**src/rtl/adxl345_spi_reader.sv**
```systemverilog
// adxl345_spi_reader
//   SPI master (mode 3) for the ADXL345 accelerometer. After reset it writes
//   POWER_CTL (0x2D <- 0x08, measure mode), then DATA_FORMAT (0x31 <-
//   DATA_FORMAT_VAL). After that it reads DATAX0..DATAY1 in one multibyte
//   burst every SAMPLE_PERIOD clocks and publishes X/Y as signed 16-bit words.
//
// Ports
//   clk          system clock
//   rst          asynchronous, active-high reset
//   spi_cs_n     chip select, active low
//   spi_sclk     SPI clock, idles high (mode 3)
//   spi_mosi     master data out; 0 when no command/data bit is driven
//   spi_miso     slave data in, sampled on the clk cycle SCLK rises
//   accel_x      signed X sample {X1,X0}
//   accel_y      signed Y sample {Y1,Y0}
//   sample_valid one-cycle pulse when accel_x/accel_y update
//   init_done    high once both configuration writes have completed
module adxl345_spi_reader #(
  parameter int          CLK_DIV         = 25,
  parameter int          SAMPLE_PERIOD   = 500000,
  parameter logic [7:0]  DATA_FORMAT_VAL = 8'h08
) (
  input  logic               clk,
  input  logic               rst,
  output logic               spi_cs_n,
  output logic               spi_sclk,
  output logic               spi_mosi,
  input  logic               spi_miso,
  output logic signed [15:0] accel_x,
  output logic signed [15:0] accel_y,
  output logic               sample_valid,
  output logic               init_done
);

  localparam int CW = $clog2(2 * CLK_DIV + 1);
  localparam int PW = $clog2(SAMPLE_PERIOD + 1);
  localparam logic [CW-1:0] HALF_LAST = CW'(CLK_DIV - 1);
  localparam logic [CW-1:0] GAP_LAST  = CW'(2 * CLK_DIV - 1);
  localparam logic [PW-1:0] PER_LAST  = PW'(SAMPLE_PERIOD - 1);

  typedef enum logic [2:0] {INIT_PWR, INIT_FMT, IDLE, READ, PUBLISH} state_t;
  typedef enum logic [2:0] {PH_READY, PH_SETUP, PH_LOW, PH_HIGH, PH_GAP} phase_t;

  state_t              state_q, state_d;
  phase_t              phase_q, phase_d;
  logic [CW-1:0]       cnt_q, cnt_d;
  logic [5:0]          bit_cnt_q, bit_cnt_d;
  logic [39:0]         tx_q, tx_d;
  logic [31:0]         rx_q, rx_d;
  logic [PW-1:0]       per_cnt_q, per_cnt_d;
  logic                per_run_q, per_run_d;
  logic                cs_n_q, cs_n_d;
  logic                sclk_q, sclk_d;
  logic                mosi_q, mosi_d;
  logic signed [15:0]  accel_x_q, accel_x_d;
  logic signed [15:0]  accel_y_q, accel_y_d;
  logic                valid_q, valid_d;
  logic                init_done_q, init_done_d;

  logic        cnt_last;
  logic        start;
  logic        done;
  logic        wrap;
  logic [5:0]  nbits;
  logic [39:0] start_word;

  always_comb begin
    state_d     = state_q;
    phase_d     = phase_q;
    cnt_d       = cnt_q;
    bit_cnt_d   = bit_cnt_q;
    tx_d        = tx_q;
    rx_d        = rx_q;
    per_cnt_d   = per_cnt_q;
    per_run_d   = per_run_q;
    cs_n_d      = cs_n_q;
    sclk_d      = sclk_q;
    mosi_d      = mosi_q;
    accel_x_d   = accel_x_q;
    accel_y_d   = accel_y_q;
    valid_d     = 1'b0;
    init_done_d = init_done_q;
    start       = 1'b0;
    done        = 1'b0;
    start_word  = 40'h0;
    cnt_last    = (cnt_q == HALF_LAST);
    nbits       = (state_q == READ) ? 6'd40 : 6'd16;

    // Period counter free-runs once IDLE has been reached; each wrap is one read slot.
    wrap = per_run_q && (per_cnt_q == PER_LAST);
    if (per_run_q) begin
      per_cnt_d = wrap ? '0 : per_cnt_q + 1'b1;
    end

    // Frame requests: command/data left-aligned in the 40-bit shifter.
    case (state_q)
      INIT_PWR: begin
        start      = (phase_q == PH_READY);
        start_word = {16'h2D08, 24'h0};
      end
      INIT_FMT: begin
        start      = (phase_q == PH_READY);
        start_word = {8'h31, DATA_FORMAT_VAL, 24'h0};
      end
      IDLE: begin
        if (wrap && (phase_q == PH_READY)) begin
          start      = 1'b1;
          start_word = {8'hF2, 32'h0};
          state_d    = READ;
        end
      end
      PUBLISH: state_d = IDLE;
      default: ;
    endcase

    // Bit engine: SCLK falls with new MOSI, rises CLK_DIV later with MISO capture.
    case (phase_q)
      PH_READY: begin
        if (start) begin
          cs_n_d    = 1'b0;
          tx_d      = start_word;
          bit_cnt_d = '0;
          cnt_d     = '0;
          phase_d   = PH_SETUP;
        end
      end
      PH_SETUP: begin
        if (cnt_last) begin
          cnt_d   = '0;
          sclk_d  = 1'b0;
          mosi_d  = tx_q[39];
          tx_d    = {tx_q[38:0], 1'b0};
          phase_d = PH_LOW;
        end else begin
          cnt_d = cnt_q + 1'b1;
        end
      end
      PH_LOW: begin
        if (cnt_last) begin
          cnt_d     = '0;
          sclk_d    = 1'b1;
          rx_d      = {rx_q[30:0], spi_miso};
          bit_cnt_d = bit_cnt_q + 1'b1;
          phase_d   = PH_HIGH;
        end else begin
          cnt_d = cnt_q + 1'b1;
        end
      end
      PH_HIGH: begin
        if (cnt_last) begin
          cnt_d = '0;
          if (bit_cnt_q == nbits) begin
            // Last rising edge was CLK_DIV cycles ago: release chip select.
            cs_n_d  = 1'b1;
            mosi_d  = 1'b0;
            done    = 1'b1;
            phase_d = PH_GAP;
          end else begin
            sclk_d  = 1'b0;
            mosi_d  = tx_q[39];
            tx_d    = {tx_q[38:0], 1'b0};
            phase_d = PH_LOW;
          end
        end else begin
          cnt_d = cnt_q + 1'b1;
        end
      end
      PH_GAP: begin
        if (cnt_q == GAP_LAST) begin
          cnt_d   = '0;
          phase_d = PH_READY;
        end else begin
          cnt_d = cnt_q + 1'b1;
        end
      end
      default: phase_d = PH_READY;
    endcase

    // Frame completion advances the sequence; the last 32 MISO bits are X0,X1,Y0,Y1.
    if (done) begin
      case (state_q)
        INIT_PWR: state_d = INIT_FMT;
        INIT_FMT: begin
          state_d     = IDLE;
          init_done_d = 1'b1;
          per_run_d   = 1'b1;
          per_cnt_d   = '0;
        end
        READ: begin
          state_d   = PUBLISH;
          accel_x_d = {rx_q[23:16], rx_q[31:24]};
          accel_y_d = {rx_q[7:0], rx_q[15:8]};
          valid_d   = 1'b1;
        end
        default: ;
      endcase
    end
  end

  always_ff @(posedge clk or posedge rst) begin
    if (rst) begin
      state_q     <= INIT_PWR;
      phase_q     <= PH_READY;
      cnt_q       <= '0;
      bit_cnt_q   <= '0;
      tx_q        <= '0;
      rx_q        <= '0;
      per_cnt_q   <= '0;
      per_run_q   <= 1'b0;
      cs_n_q      <= 1'b1;
      sclk_q      <= 1'b1;
      mosi_q      <= 1'b0;
      accel_x_q   <= '0;
      accel_y_q   <= '0;
      valid_q     <= 1'b0;
      init_done_q <= 1'b0;
    end else begin
      state_q     <= state_d;
      phase_q     <= phase_d;
      cnt_q       <= cnt_d;
      bit_cnt_q   <= bit_cnt_d;
      tx_q        <= tx_d;
      rx_q        <= rx_d;
      per_cnt_q   <= per_cnt_d;
      per_run_q   <= per_run_d;
      cs_n_q      <= cs_n_d;
      sclk_q      <= sclk_d;
      mosi_q      <= mosi_d;
      accel_x_q   <= accel_x_d;
      accel_y_q   <= accel_y_d;
      valid_q     <= valid_d;
      init_done_q <= init_done_d;
    end
  end

  assign spi_cs_n     = cs_n_q;
  assign spi_sclk     = sclk_q;
  assign spi_mosi     = mosi_q;
  assign accel_x      = accel_x_q;
  assign accel_y      = accel_y_q;
  assign sample_valid = valid_q;
  assign init_done    = init_done_q;

endmodule

```
**config.mk**
```make
export PLATFORM = sky130hd
export DESIGN_NAME = adxl345_spi_reader
export DESIGN_NICKNAME = d
export VERILOG_FILES = /design/src/rtl/adxl345_spi_reader.sv
export SDC_FILE = /design/constraint.sdc
export NUM_CORES = 1
export LEC_CHECK = 0
export BUFFER_PORTS_ARGS = -buffer_cell sky130_fd_sc_hd__buf_4
export CELL_PAD_IN_SITES_DETAIL_PLACEMENT = 0
export CELL_PAD_IN_SITES_GLOBAL_PLACEMENT = 2
export CORE_MARGIN = 1.5
export CORE_UTILIZATION = 36
export DETAILED_ROUTE_END_ITERATION = 6
export GPL_ROUTABILITY_DRIVEN = 0
export GPL_TIMING_DRIVEN = 0
export HOLD_SLACK_MARGIN = 0.03
export PLACE_DENSITY_LB_ADDON = 0.1
export SLEW_MARGIN = 20
export SYNTH_ARGS = -nofsm -noshare
export SYNTH_HDL_FRONTEND = slang
export SYNTH_SLANG_ARGS = --single-unit
```
**constraint.sdc**
```tcl
create_clock -name clk -period 3.7 [get_ports clk]
set_clock_uncertainty 0.15 [all_clocks]
set_input_delay 0.74 -clock clk [delete_from_list [all_inputs] [get_ports clk]]
set_output_delay 0.74 -clock clk [all_outputs]
set_load 0.1 [all_outputs]
```
Word-level counts from Yosys, hierarchy flattened
Cells that the tools add are included.
- bits in registers: 146
- latch bits: 0
- bits in writable memories: 0
- memory bits (read-only): 0
- bits of input ports: 3
- output and inout port bits: 37
- logic and storage cells: 107
- memories: 0
- $add $sub $neg: 3
- $mul: 0
- div/mod/pow operators: 0
- order comparisons: 0
- eq/ne operators: 19
- shifts and indexed selects: 0
- mux-type cells: 49
- bitwise operators: 0
- reductions and logical operators: 22
- operators with widths (cell ; number):
    $pmux 40 s3 ; 2
    $mux 40 ; 5
    $mux 19 ; 4
    $mux 6 ; 5
    $mux 3 ; 8
    $add 19x1->19 const B ; 1
    $eq 19x19->1 const B ; 1
    $pmux 6 s3 ; 1
    $mux 1 ; 16
    $pmux 3 s5 ; 1
    $reduce_and 5->1 ; 3
    $ne 2x2->1 const B ; 7
    $add 6x1->6 const B ; 2
    $eq 3x2->1 const B ; 4
    $pmux 6 s2 ; 1
    $pmux 3 s3 ; 1
    $reduce_bool 3->1 ; 3
    $reduce_and 2->1 ; 4
    $eq 3x1->1 const B ; 2
    $eq 3x3->1 const B ; 2
    $eq 6x5->1 const B ; 1
    $eq 6x6->1 ; 1
    $eq 6x6->1 const B ; 1
    $logic_not 3->1 ; 2
    other kinds (9) ; 15

Depth between registers and ports, before layout
- depth in word-level cells: 7
- mapped depth: 9
- mapped depth without buffers: 7

Least setup slack after synthesis
OpenSTA, ideal clock, no wires.
- path type: reg-to-reg
- start: register init_done (netlist name)
- end: register tx_q[34]
- arrival: 2.807 ns
- slack: 0.618 ns
- stages on the path, launching flop included: 6
- period minus slack after synthesis: 3.082 ns
- path through: dfrtp_1 -> nand4_1 -> nor4_4 -> nand3_4 -> a2111oi_4 -> mux2_2
- RTL lines (item ; RTL line ; text):
    to (signal assigned) ; 222 ; tx_q <= tx_d;
    to (decl) ; 48 ; logic [39:0] tx_q, tx_d;

Worst setup path in the final report
- start: register state_q[2]
- end: register accel_y_q[8] (netlist: accel_y[8])
- cells in the longest elaborated chain, start to end: 7
- ends and longest elaborated chain (item ; RTL line ; text):
    from (decl) ; 44 ; state_t state_q, state_d;
    from (signal assigned) ; 218 ; state_q <= state_d;
    $eq 3x2->1 (*) ; 87, 181 ;
    $mux 6 ; 87 ; nbits = (state_q == READ) ? 6'd40 : 6'd16;
    $eq 6x6->1 ; 152 ; if (bit_cnt_q == nbits) begin
    $mux 1 ; 152 ;
    $mux 1 ; 150 ; if (cnt_last) begin
    $mux 1 ; 117 ; case (phase_q)
    $reduce_and 2->1 (no line) (*) ; n/a ;
    to (signal assigned) ; 230 ; accel_y_q <= accel_y_d;
    to (decl) ; 56 ; logic signed [15:0] accel_y_q, accel_y_d;
Mark *: on every way between the ends. The rest lies on a longest branch, timed or not.
A chain may end at the register's enable or synchronous reset.

==> run summary <==
CTS clock-pin slew for the worst setup and hold paths: 50 ps
Synth Net Count: 495
Seq. cell area: 2980 um^2
Routed wire length per instance: 14.3 um
Routed via count: 3549
CTS root buffer: clkbuf_16
WP data required: 3830 ps
TritonCTS clock tree: done
Starting Density: 37.2%
Distinct cells, synth: 60
Antenna violations before repair: 0
Status: finished, final reports clean
CTS resizes: 0
Reg2reg path depth: 7
Post-route minimum period: 3010 ps
EDFF count, synth: 0
Leak: 3.14 nW
Peak Freq: 332 MHz
Seq/Total Area, Yosys: 57.2%
Peak supply drop: 0.267 mV
Total grt overflow: 0
Area leader, netlist: dfrtp_1
Initial drt markers: 198
R2R Setup Slk: 690 ps
Port-buffer cells: 39
Largest net degree at the start of global routing: 34
Post-route setup TNS: 0 ps
Worst Setup Path Type: reg -> reg
Final ANT Viol Nets: 0
Fin crit share: 81.4%
Max-slew headroom: 36.7%
Worst r2r src: state_q[2]$_DFF_PP0_
Overall Power: 2.82 mW
Via/cell ratio: 4.79
Io pins: 40
Worst Setup Start Kind: flop
Final wirelength: 10600 um
RR Endpoint: accel_y[8]$_DFFE_PP0P_
Synth Cell Area: 5210 um^2
Cell count after synthesis: 486
Post-layout nets: 557
Core outline area: 14000 um^2
Most instantiated cells after synthesis: 132 x nand2_1, 117 x dfrtp_1, 30 x mux2_2, 30 x nor2_1, 14 x inv_1
Area contributors post-synth: dfrtp_1 56%, nand2_1 9.5%, mux2_2 6.5%
# rows: 43
Crit path max fanout: 10
#FFs+latches synth: 119
Clk Latency, worst-skew pair: 400 ps
Critical path origin: state_q[2]$_DFF_PP0_
Top FF cell, synth: dfrtp_1
Vias in the first global route: 3609
Max Cap Viol: 0
Slew @ Worst Pin: 941 ps
Yosys Warn Count: 0
Syn avg cell area: 10.7 um^2
Die ar.: 15200 um^2
RSZ-0062 raised after global routing: no
Hpwl dp: 7080 um
CTS max path bufs: 2
Power per cell area: 444 nW/um^2
First-pass GRT wire length: 18300 um
DRC: 0
All-layer global routing usage: 15.6%
Die width: 123 um
Clk sinks: 119
Post-Place Setup Slack: 659 ps
Worst Setup End Kind: flop
Die Height: 123 um
Drt pass-1 iters: 4
Number of H-tree levels: 4
Yosys top cell area share: 56.2%
Final Hold Vio Count: 0
Critical path arrival: 3150 ps
Post-synth ARST share: 100%
Most common cell in the netlist: nand2_1
Cts-stage hold buffer count: 0
# setup viols final: 0
Fill count: 1336
Setup ws final: 688 ps
Setup Fix Bufs, Post-CTS: 0
Layout cell share with drive strength beyond 1: 22.5%
Area grow syn2layout: 21.9%
Slew Limit Fails: 0
Num CTS Buffers: 17
Area occupied by multi-input gates: 2060 um^2
Hold Path Class: in -> async
Ant. Diodes: 0
-- cell usage in the layout, fill, tap and decap left out, types with 4 or more instances in the layout --
master	instances
nand2_1	132
and3_1	6
clkbuf_16	17
xnor2_1	9
nand3_1	9
nor2_1	30
clkbuf_1	12
dfrtp_1	117
a2bb2oi_1	6
xor2_1	10
o21ai_0	9
mux2i_1	7
mux2_1	5
mux2_2	30
clkinv_2	9
a31oi_1	4
buf_4	44
a21oi_1	11
inv_1	13
ha_1	6
nand4_1	7
-- stage by stage --
stage	utilization (%)	hold WS, ps	cell area, um^2	cells
2_1_floorplan	-	292	5210	486
3_3_place_gp	41.0	311	5730	705
3_5_place_dp	41.6	316	5820	709
4_1_cts	45.4	193	6350	741
5_1_grt	45.4	208	6350	741
6_report	45.4	200	6350	741
-- logic make-up (layout without fill, tap and decap cells) --
kind of cell,after synthesis,count (layout),synth area share [%]
xor+xnor,19,19,3.19
mux,42,42,8.91
fa+ha+maj,6,6,1.44
simple gates,217,217,19.4
buf+inv,34,109,3.17
flops,119,119,57.2
compound gates,49,49,6.65
-- how the worst max path moves through the flow --
stage	cells after the start	slack (ps)	to
after detailed placement	7	660	per_cnt_q[11]$_DFF_PP0_
final	7	690	accel_y[8]$_DFFE_PP0P_
after floorplan	5	620	tx_q[34]$_DFFE_PP0P_
after CTS	8	630	per_cnt_q[11]$_DFF_PP0_
after global routing	7	390	per_cnt_q[11]$_DFF_PP0_
after global placement	2	450	accel_y[12]$_DFFE_PP0P_
-- critical path: stages (launching register included) --
cell	delay, ps
dfrtp_1	310
clkbuf_1	360
nand3b_1	240
mux2i_1	260
nand4_1	420
nor2_2	500
buf_4	290
mux2_2	350
-- where the power goes --
| part | switching, mW | internal (mW) |
|---|---|---|
| clock | 0.552 | 0.927 |
| sequential | 0 | 1.30 |
| combinational | 0.0272 | 0.0109 |
-- flip-flops by register name, summed over array words and instances, names as in the netlist, 3 cells and up --
name,cells
accel_x,16
accel_y,16
bit_cnt_q,6
cnt_q,6
per_cnt_q,19
phase_q,3
rx_q,32
state_q,3
tx_q,13
-- per-layer routing --
layer	vias up	share of wire (%)	GRT usage (%)	wire length [um]
met4	0	0.92	5.10	97
li1	1763	-	-	-
met1	1736	49	21.1	5160
met2	41	47	24.0	4920
met5	-	0	0	0
met3	9	3.7	5.03	388
-- layout make-up --
type,count,area share (%)
multi-input combinational,333,32.5
clock inverter,11,1.30
tap,180,3.55
inverter,14,0.887
buffer,20,1.77
sequential,119,46.9
timing repair buffer,43,5.99
clock buffer,21,7.09
(Power assumes the default switching activity.)
